File: src/rtl/regfile_write_scheduler_pkg.sv
// Shared widths, constants and helpers for the register-file write scheduler.
package regfile_write_scheduler_pkg;

    localparam int REG_W    = 5;
    localparam int DATA_W   = 32;
    localparam int NUM_REGS = 32;

    localparam logic [REG_W-1:0] REG_ZERO = 5'd0;

    // One pending write: destination register and its data.
    typedef struct packed {
        logic [REG_W-1:0]  addr;
        logic [DATA_W-1:0] data;
    } rf_wr_t;

    // One-hot mask over registers 1..31; register 0 has no bit.
    function automatic logic [NUM_REGS-1:1] reg_onehot(input logic [REG_W-1:0] r);
        logic [NUM_REGS-1:0] full;
        full = NUM_REGS'(1) << r;
        return full[NUM_REGS-1:1];
    endfunction

endpackage

File: src/rtl/regfile_write_scheduler_if.sv
// Issue, writeback, mult/div and register-file write signals of the scheduler.
interface regfile_write_scheduler_if;
    import regfile_write_scheduler_pkg::*;

    logic              issue_valid;
    logic [REG_W-1:0]  issue_rs;
    logic [REG_W-1:0]  issue_rt;
    logic [REG_W-1:0]  issue_dst;
    logic              issue_long;
    logic              issue_stall;

    logic              wb_valid;
    logic [REG_W-1:0]  wb_reg;
    logic [DATA_W-1:0] wb_data;

    logic              md_valid;
    logic [REG_W-1:0]  md_reg;
    logic [DATA_W-1:0] md_data;
    logic              md_ready;

    logic              rf_we;
    logic [REG_W-1:0]  rf_waddr;
    logic [DATA_W-1:0] rf_wdata;
    logic              sb_err;

    // Pipeline side: drives issue, WB and MD requests.
    modport master (
        output issue_valid, issue_rs, issue_rt, issue_dst, issue_long,
        output wb_valid, wb_reg, wb_data,
        output md_valid, md_reg, md_data,
        input  issue_stall, md_ready, rf_we, rf_waddr, rf_wdata, sb_err
    );

    // Scheduler side.
    modport slave (
        input  issue_valid, issue_rs, issue_rt, issue_dst, issue_long,
        input  wb_valid, wb_reg, wb_data,
        input  md_valid, md_reg, md_data,
        output issue_stall, md_ready, rf_we, rf_waddr, rf_wdata, sb_err
    );

endinterface

File: src/rtl/regfile_write_scheduler_scoreboard.sv
// Tracks registers awaiting a mult/div result and decides issue stalls.
module regfile_scoreboard
    import regfile_write_scheduler_pkg::*;
#(
    parameter int LONG_DEPTH = 2
) (
    input  logic             clk,
    input  logic             rst_n,
    input  logic             i_issue_valid,
    input  logic [REG_W-1:0] i_issue_rs,
    input  logic [REG_W-1:0] i_issue_rt,
    input  logic [REG_W-1:0] i_issue_dst,
    input  logic             i_issue_long,
    input  logic             i_starve_stall,
    input  logic             i_commit,
    input  logic [REG_W-1:0] i_commit_reg,
    output logic             o_issue_stall,
    output logic             o_commit_pending
);

    logic [NUM_REGS-1:1] r_pending;
    logic [2:0]          r_long_cnt;

    logic [NUM_REGS-1:0] w_pend_full;
    logic                w_raw;
    logic                w_waw;
    logic                w_depth_full;
    logic                w_set;
    logic                w_clr;
    logic [NUM_REGS-1:1] w_set_mask;
    logic [NUM_REGS-1:1] w_clr_mask;

    // Register 0 reads as never pending.
    assign w_pend_full  = {r_pending, 1'b0};

    assign w_raw        = w_pend_full[i_issue_rs] | w_pend_full[i_issue_rt];
    assign w_waw        = w_pend_full[i_issue_dst];
    assign w_depth_full = i_issue_long && (r_long_cnt == 3'(LONG_DEPTH));

    assign o_issue_stall = i_issue_valid &&
                           (w_raw || w_waw || w_depth_full || i_starve_stall);

    assign w_set = i_issue_valid && !o_issue_stall && i_issue_long &&
                   (i_issue_dst != REG_ZERO);

    // A commit to a register that was never marked pending is an error case;
    // it must not release a slot it never held, so the count only drops on
    // commits that actually clear a pending bit.
    assign o_commit_pending = w_pend_full[i_commit_reg];
    assign w_clr            = i_commit && o_commit_pending;

    assign w_set_mask = w_set ? reg_onehot(i_issue_dst)  : '0;
    assign w_clr_mask = w_clr ? reg_onehot(i_commit_reg) : '0;

    // Pending vector and in-flight count; set wins over clear on the same bit.
    always_ff @(posedge clk or negedge rst_n) begin
        if (!rst_n) begin
            r_pending  <= '0;
            r_long_cnt <= '0;
        end else begin
            r_pending <= (r_pending & ~w_clr_mask) | w_set_mask;
            if (w_set && !w_clr)
                r_long_cnt <= r_long_cnt + 3'd1;
            else if (w_clr && !w_set)
                r_long_cnt <= r_long_cnt - 3'd1;
        end
    end

endmodule

File: src/rtl/regfile_write_scheduler.sv
// Owns the register-file write port: WB first, buffered mult/div results when
// WB is idle, with starvation protection and a scoreboard-driven issue stall.
module regfile_write_scheduler
    import regfile_write_scheduler_pkg::*;
#(
    parameter int LONG_DEPTH   = 2,
    parameter int STARVE_LIMIT = 4
) (
    input  logic                      clk,
    input  logic                      rst_n,
    regfile_write_scheduler_if.slave  bus
);

    rf_wr_t            r_buf;
    logic              r_buf_valid;
    logic [3:0]        r_starve_cnt;
    logic              r_sb_err;

    logic              w_buf_commit;
    logic              w_md_ready;
    logic              w_capture;
    logic              w_starve_stall;
    logic              w_commit_pending;
    logic              w_issue_stall;
    logic [REG_W-1:0]  w_wr_addr;
    logic [DATA_W-1:0] w_wr_data;

    assign w_buf_commit   = r_buf_valid && !bus.wb_valid;
    assign w_md_ready     = !r_buf_valid || w_buf_commit;
    assign w_capture      = bus.md_valid && w_md_ready;
    assign w_starve_stall = (r_starve_cnt == 4'(STARVE_LIMIT));

    // Write-port mux: WB always wins, otherwise the buffered MD result.
    always_comb begin
        w_wr_addr = r_buf.addr;
        w_wr_data = r_buf.data;
        if (bus.wb_valid) begin
            w_wr_addr = bus.wb_reg;
            w_wr_data = bus.wb_data;
        end
    end

    assign bus.rf_we       = (bus.wb_valid || r_buf_valid) && (w_wr_addr != REG_ZERO);
    assign bus.rf_waddr    = w_wr_addr;
    assign bus.rf_wdata    = w_wr_data;
    assign bus.md_ready    = w_md_ready;
    assign bus.issue_stall = w_issue_stall;
    assign bus.sb_err      = r_sb_err;

    // One-entry MD holding buffer; a capture in a commit cycle refills it.
    always_ff @(posedge clk or negedge rst_n) begin
        if (!rst_n) begin
            r_buf_valid <= 1'b0;
            r_buf       <= '0;
        end else if (w_capture) begin
            r_buf_valid <= 1'b1;
            r_buf.addr  <= bus.md_reg;
            r_buf.data  <= bus.md_data;
        end else if (w_buf_commit) begin
            r_buf_valid <= 1'b0;
        end
    end

    // Counts cycles a full buffer loses the port to WB, saturating at the limit.
    always_ff @(posedge clk or negedge rst_n) begin
        if (!rst_n)
            r_starve_cnt <= '0;
        else if (w_buf_commit)
            r_starve_cnt <= '0;
        else if (r_buf_valid && bus.wb_valid && !w_starve_stall)
            r_starve_cnt <= r_starve_cnt + 4'd1;
    end

    // Sticky flag for an MD result landing on a register nobody was waiting on.
    always_ff @(posedge clk or negedge rst_n) begin
        if (!rst_n)
            r_sb_err <= 1'b0;
        else if (w_buf_commit && (r_buf.addr != REG_ZERO) && !w_commit_pending)
            r_sb_err <= 1'b1;
    end

    regfile_scoreboard #(
        .LONG_DEPTH (LONG_DEPTH)
    ) u_scoreboard (
        .clk              (clk),
        .rst_n            (rst_n),
        .i_issue_valid    (bus.issue_valid),
        .i_issue_rs       (bus.issue_rs),
        .i_issue_rt       (bus.issue_rt),
        .i_issue_dst      (bus.issue_dst),
        .i_issue_long     (bus.issue_long),
        .i_starve_stall   (w_starve_stall),
        .i_commit         (w_buf_commit),
        .i_commit_reg     (r_buf.addr),
        .o_issue_stall    (w_issue_stall),
        .o_commit_pending (w_commit_pending)
    );

endmodule
File: src/flat_wrapper.sv
// flat-port wrapper written by rule: the top's interface ports become plain ports
module regfile_write_scheduler_flat import regfile_write_scheduler_pkg::*;
#(
    parameter int LONG_DEPTH   = 2,
    parameter int STARVE_LIMIT = 4
)
  (clk, rst_n, bus_issue_valid, bus_issue_rs, bus_issue_rt, bus_issue_dst, bus_issue_long, bus_wb_valid, bus_wb_reg, bus_wb_data, bus_md_valid, bus_md_reg, bus_md_data, bus_issue_stall, bus_md_ready, bus_rf_we, bus_rf_waddr, bus_rf_wdata, bus_sb_err);
  regfile_write_scheduler_if bus_i ();
  input  logic clk;
  input  logic rst_n;
  input wire logic [$bits(bus_i.issue_valid)-1:0] bus_issue_valid;
  input wire logic [$bits(bus_i.issue_rs)-1:0] bus_issue_rs;
  input wire logic [$bits(bus_i.issue_rt)-1:0] bus_issue_rt;
  input wire logic [$bits(bus_i.issue_dst)-1:0] bus_issue_dst;
  input wire logic [$bits(bus_i.issue_long)-1:0] bus_issue_long;
  input wire logic [$bits(bus_i.wb_valid)-1:0] bus_wb_valid;
  input wire logic [$bits(bus_i.wb_reg)-1:0] bus_wb_reg;
  input wire logic [$bits(bus_i.wb_data)-1:0] bus_wb_data;
  input wire logic [$bits(bus_i.md_valid)-1:0] bus_md_valid;
  input wire logic [$bits(bus_i.md_reg)-1:0] bus_md_reg;
  input wire logic [$bits(bus_i.md_data)-1:0] bus_md_data;
  output wire logic [$bits(bus_i.issue_stall)-1:0] bus_issue_stall;
  output wire logic [$bits(bus_i.md_ready)-1:0] bus_md_ready;
  output wire logic [$bits(bus_i.rf_we)-1:0] bus_rf_we;
  output wire logic [$bits(bus_i.rf_waddr)-1:0] bus_rf_waddr;
  output wire logic [$bits(bus_i.rf_wdata)-1:0] bus_rf_wdata;
  output wire logic [$bits(bus_i.sb_err)-1:0] bus_sb_err;
  assign bus_i.issue_valid = bus_issue_valid;
  assign bus_i.issue_rs = bus_issue_rs;
  assign bus_i.issue_rt = bus_issue_rt;
  assign bus_i.issue_dst = bus_issue_dst;
  assign bus_i.issue_long = bus_issue_long;
  assign bus_i.wb_valid = bus_wb_valid;
  assign bus_i.wb_reg = bus_wb_reg;
  assign bus_i.wb_data = bus_wb_data;
  assign bus_i.md_valid = bus_md_valid;
  assign bus_i.md_reg = bus_md_reg;
  assign bus_i.md_data = bus_md_data;
  assign bus_issue_stall = bus_i.issue_stall;
  assign bus_md_ready = bus_i.md_ready;
  assign bus_rf_we = bus_i.rf_we;
  assign bus_rf_waddr = bus_i.rf_waddr;
  assign bus_rf_wdata = bus_i.rf_wdata;
  assign bus_sb_err = bus_i.sb_err;
  regfile_write_scheduler #(.LONG_DEPTH(LONG_DEPTH), .STARVE_LIMIT(STARVE_LIMIT)) u_core (.clk(clk), .rst_n(rst_n), .bus(bus_i));
endmodule
File: config.mk
export PLATFORM = sky130hd
export DESIGN_NAME = regfile_write_scheduler_flat
export DESIGN_NICKNAME = d
export VERILOG_FILES = /design/src/rtl/regfile_write_scheduler_pkg.sv /design/src/rtl/regfile_write_scheduler_if.sv /design/src/rtl/regfile_write_scheduler_scoreboard.sv /design/src/rtl/regfile_write_scheduler.sv /design/src/flat_wrapper.sv
export SDC_FILE = /design/constraint.sdc
export NUM_CORES = 1
export LEC_CHECK = 0
export CELL_PAD_IN_SITES_DETAIL_PLACEMENT = 2
export CELL_PAD_IN_SITES_GLOBAL_PLACEMENT = 2
export CORE_MARGIN = 3
export CORE_UTILIZATION = 33
export CTS_CLUSTER_SIZE = 25
export DETAILED_ROUTE_END_ITERATION = 8
export PLACE_DENSITY_LB_ADDON = 0.1
export SLEW_MARGIN = 5
export SYNTH_ARGS = -nofsm -noshare
export SYNTH_HDL_FRONTEND = slang
export SYNTH_SLANG_ARGS = --single-unit
File: constraint.sdc
create_clock -name clk -period 7.4 [get_ports clk]
set_clock_uncertainty 0.15 [all_clocks]
set_input_delay 1.85 -clock clk [delete_from_list [all_inputs] [get_ports clk]]
set_output_delay 1.85 -clock clk [all_outputs]
set_load 0.005 [all_outputs]
* Yosys cells after proc, flatten, opt, wreduce, memory -nomap -nowiden
Index checks and enable logic that the tools add are counted.
** Operators by class
- Add/subtract/negate cells :: 3
- Equal/unequal tests :: 2
- Reduce and logical (&&, ||, !) cells :: 33
- $mul :: 0
- $lt $le $gt $ge :: 4
- Multiplexer cells :: 18
- Bitwise gates (word level) :: 4
- Divide/modulo/power cells :: 0
- Shift-type cells :: 2
** Operators with widths (number)
- $shl 1x5->32 const A :: 2
- $mux 31 :: 2
- $mux 32 :: 1
- $and 31x31->31 :: 1
- $not 31->31 :: 1
- $or 31x31->31 :: 1
- $lt 5x6->1 const B :: 4
- $bmux 1 s5 :: 4
- $logic_and 1x1->1 :: 15
- $reduce_bool 5->1 :: 3
- $mux 4 :: 2
- $logic_not 1->1 :: 7
- $mux 1 :: 6
- $mux 3 :: 2
- $reduce_bool 2->1 :: 3
- $logic_or 1x1->1 :: 5
- $mux 5 :: 1
- $add 4x1->4 const B :: 1
- $eq 4x3->1 const B :: 1
- $add 3x1->3 const B :: 1
- $eq 3x2->1 const B :: 1
- $sub 3x1->3 const B :: 1
- $or 1x1->1 :: 1
** Storage, ports and cells
- Logic and storage cells :: 73
- Memories :: 0
- Output and inout bits :: 41
- Register bits :: 77
- Bits in writable memories :: 0
- Bits in read-only memories :: 0
- Bits in latches :: 0

* Longest topological paths before layout
Gate-level depths: netlist of the first run.
- Depth in word-level cells :: 15
- Mapped depth :: 13

* Hierarchy
A second synthesis of the first run with hierarchy kept.
** Second synthesis, totals
- Cells, all modules :: 460
- Area, all modules :: 5190.0 µm²
** Modules (own cells, without submodules)
- regfile_scoreboard :: cells an instance 304, seq. area each 850.8 µm², area each 3002.9 µm², instances 1
- regfile_write_scheduler :: cells an instance 156, seq. area each 1076.0 µm², area each 2187.1 µm², instances 1

* Least setup slack after synthesis of the first run
No wires, ideal clock.
- Kind :: input to output
- From :: in bus_issue_rt[2]
- To :: out bus_issue_stall
- Path slack :: 2.086 ns
- Cell stages on the path :: 7
- Data arrival time :: 3.314 ns
- Buffers on the path :: 1
- Path through :: buf_2 mux4_2 nand2b_1 nand4b_1 and4_1 nand3_1 o21a_1
** On the way
- Cells in the longest elaborated chain, start to end :: 7
** RTL lines
- start: declaration :: line flat_wrapper.sv:13 : input wire logic [$bits(bus_i.issue_rt)-1:0] bus_issue_rt;
- $bmux 1 s5 :: line regfile_write_scheduler_scoreboard.sv:36 : assign w_raw = w_pend_full[i_issue_rs] | w_pend_full[i_issue_rt];
- $mux 1 (implied by the code) :: line regfile_write_scheduler_scoreboard.sv:36
- $or 1x1->1 :: line regfile_write_scheduler_scoreboard.sv:36
- $logic_or 1x1->1 (3 in a row) :: line regfile_write_scheduler_scoreboard.sv:41 : (w_raw || w_waw || w_depth_full || i_starve_stall);
- $logic_and 1x1->1 :: line regfile_write_scheduler_scoreboard.sv:40 : assign o_issue_stall = i_issue_valid &&
- end: declaration :: line flat_wrapper.sv:22 : output wire logic [$bits(bus_i.issue_stall)-1:0] bus_issue_stall;
Every way passes these cells. The select of a mux whose other input is x is not followed.

* Final worst setup path of the first run
- From :: in bus_issue_rs[2]
- To :: out bus_issue_stall
** On the way
- Cells in the longest elaborated chain, start to end :: 7
** RTL lines
- start: declaration :: line flat_wrapper.sv:12 : input wire logic [$bits(bus_i.issue_rs)-1:0] bus_issue_rs;
- $bmux 1 s5 :: line regfile_write_scheduler_scoreboard.sv:36
- $mux 1 (implied by the code) :: line regfile_write_scheduler_scoreboard.sv:36
- $or 1x1->1 :: line regfile_write_scheduler_scoreboard.sv:36
- $logic_or 1x1->1 (3 in a row) :: line regfile_write_scheduler_scoreboard.sv:41
- $logic_and 1x1->1 :: line regfile_write_scheduler_scoreboard.sv:40
Every way passes these cells. The select of a mux whose other input is x is not followed.

==> flow_summary_export.csv, run 1 <==
group,metric,value,unit
status,status,"finished clean",
final_layout,syn_to_final_growth,34.8,%
die,die-area,16800,um^2
die,die_h,129,um
synthesis,synth_top_cell_area_share,38.3,%
die,die_x,129,um
hold_path,whs_path_depth,1,
synthesis,ys_seq_elements,77,
grt,grt_start_max_net_pins,78,
run,cap_violations,0,
clocking,numCtsBuffers,9,
grt,grt_pass1_vias,4956,
critical_path,worstSetupPathType,"primary input to primary output",
final_layout,antenna_cells,0,
sta,setup_violations,0,
drt,routed_wl,19200,um
sta,hold_viol,0,
clocking,cts.reportedPaths.clkPinSlew,60,ps
die,ioPinCount,136,
sta,fmax,147,MHz
drt,antenna_left,0,
die,design.core.area,14700,um^2
placed_design,place.port_buffers,135,
synthesis,syn-cell-area,5030,um^2
synthesis,yosys.cell_types.count,57,
critical_path,r2r-start,"u_core.r_buf[32]",
drt,firstDrtPassIters,4,
synthesis,synth_top_cells_by_count,"dfrtp_1, mux2_2, o21ai_0",
grt,grt_pass1_wl,29200,um
pwr,power.density,224,nW/um^2
placed_design,place_inst,759,
sta,slew_headroom,30.3,%
pwr,ir_drop,0.000116,V
clocking,cts_tree,"built",
clocking,cts-root-buf,"clkbuf_16",
sta,tns,0,ps
critical_path,crit_path_start_kind,"primary input",
final_layout,layout.nets,685,
final_layout,final_cell_count_no_fill,774,
synthesis,synth_edf_count,0,
synthesis,yosys-top-cells-area,"dfrtp_1, mux2_2, mux4_2",
sta,layout_worst_path_cycle_share,91.8,%
critical_path,reg2reg_slack,3830,ps
clocking,clk_path_buf_depth,2,
critical_path,crit_chain,"clkdlybuf4s50_1 > mux4_1 > mux2i_1 > nand2_1 > o2111ai_2 > nand3_1 > o21a_1 > clkdlybuf4s50_1",
clocking,post_cts_buffers,0,
synthesis,synthFlopType,"dfrtp_1",
hold_path,min_path_type,"flop to flop",
clocking,hold_buffers,0,
critical_path,path_buf_inv,2,
synthesis,async_flop_share,100,%
synthesis,synth.avg_cell_area,10.8,um^2
placed_design,hpwl,14500,um
clocking,cts-htree-levels,3,
synthesis,synth_fp_nets,566,
critical_path,worstPathMaxFanout,13,
final_layout,multiInputGateArea,2920,um^2
drt,viasPerCell,5.72,
critical_path,cp.arrival,4790,ps
sta,finalCriticalPeriod,6790,ps
final_layout,seq_area,1930,um^2
clocking,cts.sinks,77,
critical_path,cp_data_required_time,5400,ps
critical_path,crit_family,"buffers and inverters",
sta,rsz0062_at_grt,"no",
grt,track_usage,23.0,%
grt,antenna_found_initial,0,
critical_path,crit_top_cell,"clkdlybuf4s50_1",
hold_path,min-delay-start,"u_core.u_scoreboard.r_long_cnt[2]",
drt,wl_per_cell,24.8,um
critical_path,critPathSlowestCell,"clkdlybuf4s50_1",
placed_design,gp_congestion,0.926,
synthesis,netlist_instances,467,
synthesis,synth-seq-area-share,38.3,%
sta,slew_viol_final,0,
drt,vias,4429,
die,num_rows,44,
critical_path,max_stage_delay,870,ps
clocking,ctsResizeCount,0,
die,start_util,34.2,%
critical_path,r2r_end,"u_core.u_scoreboard.r_long_cnt[2]",
synthesis,yosysTopAreaCell,"dfrtp_1",
sta,worstMarginPinSlew,1050,ps
final_layout,nFillCells,1493,
critical_path,critPathCaptureType,"primary output",
critical_path,rr_worst_depth,10,
drt,drtIter0Drc,200,
hold_path,hold-path-endpoint,"u_core.u_scoreboard.r_long_cnt[2]",
pwr,power_leakage,2.67,nW
synthesis,ys_warn_count,0,
final_layout,drive_gt1_share,21.5,%
clocking,clock_latency,340,ps
drt,drc,0,
grt,overflow,0,
==> worst max-delay path by stage <==
stage	from	end	cells past startpoint
2_1_floorplan	bus_issue_rt[2]	bus_issue_stall	7
5_1_grt	bus_issue_rs[2]	bus_issue_stall	8
6_report	bus_issue_rs[2]	bus_issue_stall	8
3_3_place_gp	bus_issue_rs[2]	bus_issue_stall	8
3_5_place_dp	bus_issue_rs[2]	bus_issue_stall	8
4_1_cts	bus_issue_rs[2]	bus_issue_stall	8
==> kinds of logic (layout without fill, tap and decap cells) <==
logic type / count (synthesis) / after routing / share of synthesized area [%]
muxes: 121 / 121 / 30.4
buffers and inverters: 38 / 161 / 3.63
DFF: 77 / 77 / 38.3
and+or+nand+nor: 121 / 121 / 12.4
AOI/OAI and AO/OA: 103 / 103 / 13.7
xor gates and xnor gates: 3 / 3 / 0.522
adders and majority gates: 4 / 4 / 1.14
==> stage by stage <==
stage | setup WS, ps | power [mW] | util, % | hold slack (ps) | area (um^2)
CTS | 602 | 1.53 | 46.2 | 314 | 6780
floorplan | 2090 | 0.818 | - | 285 | 5030
finish | 609 | 1.52 | 46.2 | 311 | 6780
detailed placement | 606 | 1.05 | 44.0 | 303 | 6470
global route | 446 | 1.60 | 46.2 | 336 | 6780
global placement | 711 | 1.02 | 44.0 | 301 | 6470
==> power by group <==
part	switching [mW]	total, mW	internal [mW]
clock	0.176	0.480	0.304
combinational	0.186	0.435	0.249
sequential	0.113	0.607	0.494
==> cell usage in the layout, fill, tap and decap left out, types with 8 or more instances in the layout <==
cell             count
inv_1               10
dfrtp_1             77
nand3_1             20
mux2_2              77
clkbuf_16            9
nor2_1              15
mux2i_1             27
o21ai_0             61
mux4_2              15
nand2b_1            10
o21ai_2              9
nor2b_1              8
clkdlybuf4s50_1    133
nand2_1             42
==> final cells by class <==
class | instances | share of cell area (%)
multi-input cells | 352 | 43.1
well taps | 184 | 3.39
inverters | 10 | 0.553
repair buffers | 136 | 19.9
flip-flops and latches | 77 | 28.4
clock buffers | 12 | 3.63
clock inverters | 3 | 1.01
==> registers in the layout, summed over array words and instances, names as in the netlist <==
signal,cells
u_core.bus.sb_err,1
u_core.r_buf,37
u_core.r_buf_valid,1
u_core.r_starve_cnt,4
u_core.u_scoreboard.r_long_cnt,3
u_core.u_scoreboard.r_pending,31
==> layer usage <==
metal	vias to the layer above	part of all wire (%)	track usage, %
met5	-	0	0
met4	0	1.5	6.30
met3	18	5.6	3.87
met2	126	52	39.6
met1	2307	41	29.8
li1	1978	-	-
Power figures use the tool's default switching activity.
==> run 2: changes to the inputs <==
--- a/config.mk
+++ b/config.mk
@@ -16,3 +16,4 @@
 export SYNTH_ARGS = -nofsm -noshare
 export SYNTH_HDL_FRONTEND = slang
 export SYNTH_SLANG_ARGS = --single-unit
+export TNS_END_PERCENT = 20
==> results of run 2 <==
The final DEF is identical to that of run 1; final timing and power are the same.
==> run 3: changes to the inputs <==
--- a/config.mk
+++ b/config.mk
@@ -12,6 +12,7 @@
 export CTS_CLUSTER_SIZE = 25
 export DETAILED_ROUTE_END_ITERATION = 8
 export PLACE_DENSITY_LB_ADDON = 0.1
+export SETUP_SLACK_MARGIN = 0.15
 export SLEW_MARGIN = 5
 export SYNTH_ARGS = -nofsm -noshare
 export SYNTH_HDL_FRONTEND = slang
==> results of run 3 <==
The final DEF is identical to that of run 1; final timing and power are the same.
